===== src/rtl/agc_word_pkg.sv =====
// agc_word_pkg: shared 16-bit AGC memory word layout and odd-parity helper
package agc_word_pkg;
  localparam int WORD_W = 16;
  localparam int DATA_W = 15;
  localparam int PAR_BIT = 0;
  localparam logic [DATA_W-1:0] MINUS_ZERO = 15'h7FFF;
  function automatic logic odd_parity(input logic [DATA_W-1:0] d);
    return ~^d;
  endfunction
endpackage


===== src/rtl/agc_parity_writer_if.sv =====
// agc_parity_writer_if: ALU result input channel and memory write channel
interface agc_parity_writer_if #(parameter int ADDR_W = 12);
  import agc_word_pkg::*;
  logic res_valid;
  logic res_ready;
  logic [DATA_W-1:0] res_data;
  logic [ADDR_W-1:0] res_addr;
  logic force_bad_par;
  logic mem_valid;
  logic mem_ready;
  logic [ADDR_W-1:0] mem_addr;
  logic [WORD_W-1:0] mem_wdata;
  modport master(output res_valid, res_data, res_addr, force_bad_par, mem_ready,
                 input res_ready, mem_valid, mem_addr, mem_wdata);
  modport slave(input res_valid, res_data, res_addr, force_bad_par, mem_ready,
                output res_ready, mem_valid, mem_addr, mem_wdata);
endinterface


===== src/rtl/agc_sync_fifo.sv =====
// agc_sync_fifo: pointer-based synchronous FIFO; output holds the last popped word when empty
module agc_sync_fifo #(
  parameter int WIDTH = 8,
  parameter int DEPTH = 4
) (
  input  logic clk,
  input  logic reset_n,
  input  logic push,
  input  logic pop,
  input  logic [WIDTH-1:0] din,
  output logic [WIDTH-1:0] dout,
  output logic full,
  output logic empty,
  output logic [$clog2(DEPTH):0] count
);
  localparam int AW = $clog2(DEPTH);
  localparam int CW = AW + 1;
  logic [WIDTH-1:0] mem [DEPTH];
  logic [WIDTH-1:0] last;
  logic [AW-1:0] wp, rp;
  logic wr, rd;
  assign full = count == CW'(DEPTH);
  assign empty = count == '0;
  assign wr = push && !full;
  assign rd = pop && !empty;
  assign dout = empty ? last : mem[rp];
  always_ff @(posedge clk)
    if (wr) mem[wp] <= din;
  always_ff @(posedge clk) begin
    if (!reset_n) begin
      wp <= '0;
      rp <= '0;
      count <= '0;
      last <= '0;
    end else begin
      if (wr) wp <= wp + AW'(1);
      if (rd) begin
        rp <= rp + AW'(1);
        last <= mem[rp];
      end
      count <= count + CW'(wr) - CW'(rd);
    end
  end
endmodule


===== src/rtl/agc_parity_writer.sv =====
// agc_parity_writer: adds odd parity to ALU results and queues them as memory writes
module agc_parity_writer
  import agc_word_pkg::*;
#(
  parameter int DEPTH = 4,
  parameter int ADDR_W = 12,
  parameter bit NORM_MZ = 1'b0
) (
  input  logic clk,
  input  logic reset_n,
  agc_parity_writer_if.slave bus,
  output logic [15:0] words_written,
  output logic [$clog2(DEPTH):0] fifo_count
);
  localparam int W = WORD_W + ADDR_W;
  logic [DATA_W-1:0] d;
  logic [W-1:0] entry, head;
  logic full, empty;
  assign d = (NORM_MZ && bus.res_data == MINUS_ZERO) ? '0 : bus.res_data;
  assign entry = {d, odd_parity(d) ^ bus.force_bad_par, bus.res_addr};
  agc_sync_fifo #(.WIDTH(W), .DEPTH(DEPTH)) fifo (
    .clk(clk),
    .reset_n(reset_n),
    .push(bus.res_valid),
    .pop(bus.mem_ready),
    .din(entry),
    .dout(head),
    .full(full),
    .empty(empty),
    .count(fifo_count)
  );
  assign bus.res_ready = !full;
  assign bus.mem_valid = !empty;
  assign bus.mem_wdata = head[W-1:ADDR_W];
  assign bus.mem_addr = head[ADDR_W-1:0];
  always_ff @(posedge clk) begin
    if (!reset_n) words_written <= '0;
    else if (bus.mem_valid && bus.mem_ready) words_written <= words_written + 16'd1;
  end
endmodule


===== src/flat_wrapper.sv =====
// flat-port wrapper written by rule: the top's interface ports become plain ports
module agc_parity_writer_flat import agc_word_pkg::*;
#(
  parameter int DEPTH = 4,
  parameter int ADDR_W = 12,
  parameter bit NORM_MZ = 1'b0
)
  (clk, reset_n, words_written, fifo_count, bus_res_valid, bus_res_data, bus_res_addr, bus_force_bad_par, bus_mem_ready, bus_res_ready, bus_mem_valid, bus_mem_addr, bus_mem_wdata);
  agc_parity_writer_if #(.ADDR_W(ADDR_W)) bus_i ();
  input  logic clk;
  input  logic reset_n;
  output logic [15:0] words_written;
  output logic [$clog2(DEPTH):0] fifo_count;
  input wire logic [$bits(bus_i.res_valid)-1:0] bus_res_valid;
  input wire logic [$bits(bus_i.res_data)-1:0] bus_res_data;
  input wire logic [$bits(bus_i.res_addr)-1:0] bus_res_addr;
  input wire logic [$bits(bus_i.force_bad_par)-1:0] bus_force_bad_par;
  input wire logic [$bits(bus_i.mem_ready)-1:0] bus_mem_ready;
  output wire logic [$bits(bus_i.res_ready)-1:0] bus_res_ready;
  output wire logic [$bits(bus_i.mem_valid)-1:0] bus_mem_valid;
  output wire logic [$bits(bus_i.mem_addr)-1:0] bus_mem_addr;
  output wire logic [$bits(bus_i.mem_wdata)-1:0] bus_mem_wdata;
  assign bus_i.res_valid = bus_res_valid;
  assign bus_i.res_data = bus_res_data;
  assign bus_i.res_addr = bus_res_addr;
  assign bus_i.force_bad_par = bus_force_bad_par;
  assign bus_i.mem_ready = bus_mem_ready;
  assign bus_res_ready = bus_i.res_ready;
  assign bus_mem_valid = bus_i.mem_valid;
  assign bus_mem_addr = bus_i.mem_addr;
  assign bus_mem_wdata = bus_i.mem_wdata;
  agc_parity_writer #(.DEPTH(DEPTH), .ADDR_W(ADDR_W), .NORM_MZ(NORM_MZ)) u_core (.clk(clk), .reset_n(reset_n), .bus(bus_i), .words_written(words_written), .fifo_count(fifo_count));
endmodule

===== config.mk =====
export PLATFORM = sky130hd
export DESIGN_NAME = agc_parity_writer_flat
export DESIGN_NICKNAME = d
export VERILOG_FILES = /design/src/rtl/agc_word_pkg.sv /design/src/rtl/agc_parity_writer_if.sv /design/src/rtl/agc_sync_fifo.sv /design/src/rtl/agc_parity_writer.sv /design/src/flat_wrapper.sv
export SDC_FILE = /design/constraint.sdc
export NUM_CORES = 1
export LEC_CHECK = 0
export ABC_AREA = 0
export CELL_PAD_IN_SITES_DETAIL_PLACEMENT = 0
export CELL_PAD_IN_SITES_GLOBAL_PLACEMENT = 1
export CORE_ASPECT_RATIO = 0.5
export CORE_UTILIZATION = 50
export DETAILED_ROUTE_END_ITERATION = 10
export PLACE_DENSITY = 0.89
export SLEW_MARGIN = 20
export SYNTH_ARGS = -nofsm -noshare
export SYNTH_HDL_FRONTEND = slang
export SYNTH_HIERARCHICAL = 1
export SYNTH_SLANG_ARGS = --single-unit

===== constraint.sdc =====
create_clock -name clk -period 5.5 [get_ports clk]
set_input_delay 1.1 -clock clk [delete_from_list [all_inputs] [get_ports clk]]
set_output_delay 1.1 -clock clk [all_outputs]
set_load 0.02 [all_outputs]

==> impl_metrics.env, run 1 <==
export IMPL_hold_path_startpoint="u_core/fifo/last[24]$_SDFFE_PN0P_"
export IMPL_avgSynthCellArea_sq_um=16.9
export IMPL_synth_cell_types=46
export IMPL_netlist_area_sq_um=6630
export IMPL_dp_hpwl_microns=7200
export IMPL_first_iter_violations=189
export IMPL_power_density_nw_per_um2=495
export IMPL_tns_ns=0
export IMPL_wl_per_cell_microns=18.5
export IMPL_crit_path_max_incr_delay_ns=1.01
export IMPL_drt_wl_total_microns=12400
export IMPL_critPathKind="reg -> out"
export IMPL_worstSetupEndpointType="primary output"
export IMPL_worstPathRequired_ns=4.40
export IMPL_rsz0062_at_grt="false"
export IMPL_max_cap_violations=0
export IMPL_hold_depth=1
export IMPL_syn2layout_area_growth_pct=22.9
export IMPL_cp_depth=3
export IMPL_switchingPower_uw=1260
export IMPL_vias=3615
export IMPL_clock_sinks=165
export IMPL_intPower_uw=2780
export IMPL_portBuffers=80
export IMPL_drc=0
export IMPL_power_share_clock=0.279
export IMPL_clkLatencyLatePin_ns=0.42
export IMPL_postCtsHoldBufs=0
export IMPL_comb_power_share=0.319
export IMPL_irDropWorstVdd_v=0.000230
export IMPL_clock_path_buffers=2
export IMPL_h_tree_depth=4
export IMPL_cp_max_fo=28
export IMPL_slew_viol_final=0
export IMPL_critPathSlowestCell="dfxtp_2"
export IMPL_r2r_start="u_core/fifo/count[2]$_SDFF_PN0_"
export IMPL_grt_ovfl_total=0
export IMPL_drt_first_pass_iters=4
export IMPL_r2r_slack_ns=3.06
export IMPL_numCtsBuffers=17
export IMPL_cts_resized=0
export IMPL_fin_area_sq_um=8150
export IMPL_dpl_instance_area_sq_um=7580
export IMPL_viasPerCell=5.43
export IMPL_synth_edf_count=112
export IMPL_core_area_sq_um=12800
export IMPL_grt_pass1_vias=3773
export IMPL_fmax_ghz=0.247
export IMPL_antennaDiodeCount=0
export IMPL_die_area_sq_um=13800
export IMPL_root_buffer="clkbuf_16"
export IMPL_setup_violations=0
export IMPL_nNetsFinal=523
export IMPL_route_antenna_remaining_nets=0
export IMPL_synth_ff_type="edfxtp_1"
export IMPL_start_util=0.518
export IMPL_crit_family="flip-flops"
export IMPL_outcome="finished, final reports clean"
export IMPL_synth_warning_count=6
export IMPL_min_period_over_period=0.736
export IMPL_path_clk_slew_ns=0.06
export IMPL_rr_worst_depth=11
export IMPL_pwr_share_seq=0.402
export IMPL_seq_area_frac_synth=0.667
export IMPL_worstPathCellList="mux4_1 > mux2_2 > clkdlybuf4s50_1"
export IMPL_postCtsSetupBuffers=0
export IMPL_grt_max_degree=33
export IMPL_die_height_microns=83.4
export IMPL_grt_pass1_wl_microns=19900
export IMPL_p_sw_frac=0.312
export IMPL_hold_viol=0
export IMPL_hold_end="u_core/fifo/last[24]$_SDFFE_PN0P_"
export IMPL_fin_skew_ns=0.0102
export IMPL_p_leak_uw=0.00280
export IMPL_place_congestion=0.810
export IMPL_io_pins=81
export IMPL_drive_above_1_share=0.198
export IMPL_ys_seq_elements=165
export IMPL_timing_rr_end="u_core/fifo/count[2]$_SDFF_PN0_"
export IMPL_crit_buf_inv=1
export IMPL_antenna_found_initial=0
export IMPL_worst_pin_slew_ns=1.06
export IMPL_hp_class="reg -> reg"
export IMPL_synthCells=392
export IMPL_cts_tree="done"
export IMPL_rows=29
export IMPL_die_x_microns=165
export IMPL_start_kind="flop"
export IMPL_async_flop_share=0
export IMPL_crit_arrival_ns=2.95
export IMPL_period_needed_ns=4.05
export IMPL_slew_headroom=0.293
export IMPL_synth_fp_nets=432
export IMPL_track_usage=0.196
==> worst max-delay path by stage <==
stage	to	startpoint
after global routing	bus_mem_addr[0]	flop
after floorplan	u_core/fifo/count[2]$_SDFF_PN0_	bus_mem_ready
final	bus_mem_addr[4]	flop
after CTS	bus_mem_addr[4]	flop
after detailed placement	bus_mem_addr[4]	flop
after global placement	bus_mem_addr[4]	flop
==> state kept, by name, summed over array words and instances (netlist names), named ones only <==
register / flops
u_core/fifo/count: 3
u_core/words_written: 16
u_core/fifo/wp: 2
u_core/fifo/rp: 2
u_core/fifo/last: 28
u_core/fifo/mem: 112
==> synthesized netlist by cell type (3+ instances only) <==
master / number / area (sq um)
edfxtp_1: 112 / 3360
dfxtp_1: 53 / 1060
a22o_1: 28 / 245
mux2_2: 28 / 315
mux4_2: 22 / 495
xnor2_1: 21 / 184
inv_1: 16 / 60.1
nor2_1: 15 / 56.3
ha_1: 7 / 87.6
nand2_1: 7 / 26.3
xor2_1: 7 / 61.3
buf_2: 6 / 30.0
mux4_1: 6 / 158
a21oi_1: 5 / 25.0
nor3_1: 5 / 25.0
and2_1: 4 / 25.0
and3_1: 4 / 25.0
nand3_1: 4 / 20.0
buf_6: 3 / 33.8
clkbuf_1: 3 / 11.3
mux2i_1: 3 / 30.0
nand4_1: 3 / 18.8
o21ai_0: 3 / 15.0
==> final cells by class <==
type / instances / area [sq um]
clock buffers: 18 / 429
clock inverters: 14 / 138
fillers: 919 / 4660
inverters: 17 / 63.8
multi-input cells: 194 / 2020
flip-flops and latches: 165 / 4430
well taps: 170 / 213
repair buffers: 88 / 861
==> metrics by stage <==
stage,hold slack [ns],power [uW],util,std cells,setup slack [ns]
floorplan,0.437,2480,-,392,2.88
global placement,0.450,2910,0.592,634,1.85
detailed placement,0.453,2940,0.592,634,1.85
CTS,0.472,4070,0.636,666,1.39
global route,0.484,4220,0.636,666,1.29
finish,0.471,4040,0.636,666,1.45
==> cells in the final DEF, fill, tap and decap left out, types with 3 or more instances in the layout <==
| master | instances |
|---|---|
| edfxtp_1 | 112 |
| clkdlybuf4s50_1 | 80 |
| dfxtp_1 | 52 |
| mux2_2 | 28 |
| a22o_1 | 28 |
| mux4_2 | 22 |
| xnor2_1 | 21 |
| clkbuf_16 | 17 |
| inv_1 | 16 |
| nor2_1 | 15 |
| buf_4 | 8 |
| xor2_1 | 7 |
| nand2_1 | 7 |
| ha_1 | 7 |
| mux4_1 | 6 |
| inv_6 | 5 |
| a21oi_1 | 5 |
| nand3_1 | 4 |
| nor3_1 | 4 |
| and3_1 | 4 |
| and2_1 | 4 |
| inv_8 | 3 |
| clkinvlp_4 | 3 |
| mux2i_1 | 3 |
| nand4_1 | 3 |
| o21ai_0 | 3 |
==> power by group through the flow <==
stage	Clock (uW)	Sequential [uW]	Combinational (uW)
finish	1130	1620	1290
global route	1200	1640	1370
CTS	1150	1620	1300
detailed placement	0	1640	1290
global placement	0	1640	1270
floorplan	0	1590	890
==> worst register-to-register path: cells and delay by family, from the launching register on <==
family / cells / cell delay [ns]
simple gates: 3 / 0.70
buf+inv: 3 / 0.21
flops: 1 / 0.48
xor+xnor: 2 / 0.27
fa+ha+maj: 3 / 0.68
==> cells by family after synthesis <==
kind of cell,share of synthesized area
adders and majority gates,0.0162
buffers and inverters,0.0292
muxes,0.151
DFF,0.667
and+or+nand+nor,0.0489
xor gates and xnor gates,0.0370
AOI/OAI and AO/OA,0.0509
==> per-layer routing <==
metal  vias up  global-route usage  part of all wire
met5         -                   0                 0
met4         0              0.0659            0.0079
met3        14              0.0445             0.041
met2       100               0.315              0.48
met1      1797               0.265              0.47
li1       1704                   -                 -
Note: power is estimated with default switching activity, not from simulation.
==> run 2, diff against run 1 <==
--- a/config.mk
+++ b/config.mk
@@ -9,9 +9,9 @@
 export CELL_PAD_IN_SITES_DETAIL_PLACEMENT = 0
 export CELL_PAD_IN_SITES_GLOBAL_PLACEMENT = 1
 export CORE_ASPECT_RATIO = 0.5
-export CORE_UTILIZATION = 50
+export CORE_UTILIZATION = 47
 export DETAILED_ROUTE_END_ITERATION = 10
-export PLACE_DENSITY = 0.89
+export PLACE_DENSITY = 0.84
 export SLEW_MARGIN = 20
 export SYNTH_ARGS = -nofsm -noshare
 export SYNTH_HDL_FRONTEND = slang
==> constraint.sdc (replaced) <==
create_clock -name clk -period 3.9 [get_ports clk]
set_input_delay 0.78 -clock clk [delete_from_list [all_inputs] [get_ports clk]]
set_output_delay 0.78 -clock clk [all_outputs]
set_load 0.02 [all_outputs]
==> run 2 against run 1 <==
Net effect: critical path depth increased by 1; core utilization decreased by 3.5 points; non-clock buffer count increased by 2.
==> impl_metrics.env, run 2 (synthesis results as in run 1) <==
export IMPL_outcome="finished, final reports clean"
export IMPL_pre_cts_slack_ns=0.769
export IMPL_postCtsHoldBufs=0
export IMPL_worstPathRequired_ns=3.12
export IMPL_worstPathCellList="buf_4 > mux4_2 > mux2_2 > clkdlybuf4s50_1"
export IMPL_grt_pass1_wl_microns=19600
export IMPL_clkLatencyLatePin_ns=0.42
export IMPL_layout_setup_ws_ns=0.348
export IMPL_biggestRegsByFlops="u_core/fifo/mem: 112 flops, u_core/fifo/last: 28 flops, u_core/words_written: 16 flops"
export IMPL_track_usage=0.184
export IMPL_fin_skew_ns=0.00648
export IMPL_antenna_found_initial=0
export IMPL_die_height_microns=86.0
export IMPL_start_util=0.485
export IMPL_drt_wl_total_microns=12400
export IMPL_final_common_cell="edfxtp_1"
export IMPL_finalNonFillerCells=690
export IMPL_drive_above_1_share=0.203
export IMPL_grt_max_degree=33
export IMPL_drt_first_pass_iters=4
export IMPL_route_antenna_remaining_nets=0
export IMPL_drc=0
export IMPL_slew_viol_final=0
export IMPL_worst_pin_slew_ns=0.951
export IMPL_core_area_sq_um=13700
export IMPL_start_kind="flop"
export IMPL_path_clk_slew_ns=0.07
export IMPL_min_period_over_period=0.911
export IMPL_final_core_util=0.601
export IMPL_crit_path_max_incr_delay_ns=0.65
export IMPL_layout_common_cells="edfxtp_1 (112), clkdlybuf4s50_1 (80), dfxtp_1 (52)"
export IMPL_fillers=1029
export IMPL_place_congestion=0.743
export IMPL_p_leak_uw=0.00284
export IMPL_antennaDiodeCount=0
export IMPL_cts_resized=0
export IMPL_die_area_sq_um=14600
export IMPL_h_tree_depth=4
export IMPL_syn2layout_area_growth_pct=23.9
export IMPL_dp_hpwl_microns=7350
export IMPL_clock_path_buffers=2
export IMPL_critPathSlowestCell="dfxtp_2"
export IMPL_largest_reg_flops=112
export IMPL_rsz0062_at_grt="false"
export IMPL_postCtsSetupBuffers=0
export IMPL_io_pins=81
export IMPL_vias=3655
export IMPL_die_x_microns=170
export IMPL_period_needed_ns=3.55
export IMPL_grt_ovfl_total=0
export IMPL_root_buffer="clkbuf_16"
export IMPL_first_iter_violations=250
export IMPL_clock_sinks=165
export IMPL_critPathKind="reg -> out"
export IMPL_hp_class="reg -> reg"
export IMPL_holdWs_ns=0.469
export IMPL_top_register="u_core/fifo/mem"
export IMPL_numCtsBuffers=17
export IMPL_hold_viol=0
export IMPL_crit_buf_inv=2
export IMPL_crit_family="buffers and inverters"
export IMPL_viasPerCell=5.30
export IMPL_dp_cells=658
export IMPL_irDropWorstVdd_v=0.000338
export IMPL_cp_max_fo=15
export IMPL_setup_violations=0
export IMPL_wl_per_cell_microns=18.0
export IMPL_tns_ns=0
export IMPL_nNetsFinal=525
export IMPL_max_cap_violations=0
export IMPL_cts_tree="done"
export IMPL_rows=30
export IMPL_grt_pass1_vias=3561
export IMPL_fmax_ghz=0.282
export IMPL_portBuffers=80
export IMPL_slew_headroom=0.366
export IMPL_worstSetupEndpointType="primary output"
export IMPL_crit_arrival_ns=2.77
export IMPL_power_density_nw_per_um2=704
## run 2: where the power goes
part / total [uW] / switching [uW] / leakage, uW / internal (uW)
Combinational: 1870 / 900 / 0.00108 / 968
Clock: 1670 / 741 / 0.000296 / 929
Sequential: 2250 / 135 / 0.00146 / 2110
## run 2: area by class of cell
type / count / area [sq um] / share of cell area
Clock buffer: 18 / 439 / 0.0534
Clock inverter: 14 / 155 / 0.0189
Timing Repair Buffer: 90 / 876 / 0.107
Multi-Input combinational cell: 194 / 2020 / 0.246
Sequential cell: 165 / 4430 / 0.539
Tap cell: 192 / 240 / 0.0292
Inverter: 17 / 63.8 / 0.00776
## run 2: layer usage
layer,routed length (microns),share of wire,vias to the layer above,GRT usage
met4,156,0.013,0,0.0688
met5,0,0,-,0
met1,5870,0.47,1832,0.250
met3,472,0.038,15,0.0461
met2,5920,0.48,100,0.289
li1,-,-,1708,-
## run 2: worst register-to-register path: stages (launching register included)
cell	delay, ns
dfxtp_1	0.45
or3b_1	0.51
inv_2	0.11
nor2_1	0.04
inv_1	0.05
ha_1	0.13
inv_1	0.04
ha_1	0.18
fa_1	0.37
xnor2_1	0.14
xnor2_1	0.12
and2_1	0.14
## run 2: stage by stage
step	power (uW)	cell area, sq um
5_1_grt	6050	8220
3_5_place_dp	4160	7620
6_report	5790	8220
4_1_cts	5840	8220
3_3_place_gp	4140	7620
2_1_floorplan	3490	6630
## run 2: path summary, 6_finish.rpt
check	startpoint	endpoint	slack [ns]	depth (start not counted)
worst max-delay path	flop	bus_mem_wdata[6]	0.35	4
worst min-delay path	u_core/fifo/last[22]$_SDFFE_PN0P_	u_core/fifo/last[22]$_SDFFE_PN0P_	0.47	1
worst max register to register	u_core/fifo/count[2]$_SDFF_PN0_	u_core/fifo/count[2]$_SDFF_PN0_	1.50	11
worst min register to register	u_core/fifo/last[22]$_SDFFE_PN0P_	u_core/fifo/last[22]$_SDFFE_PN0P_	0.47	1
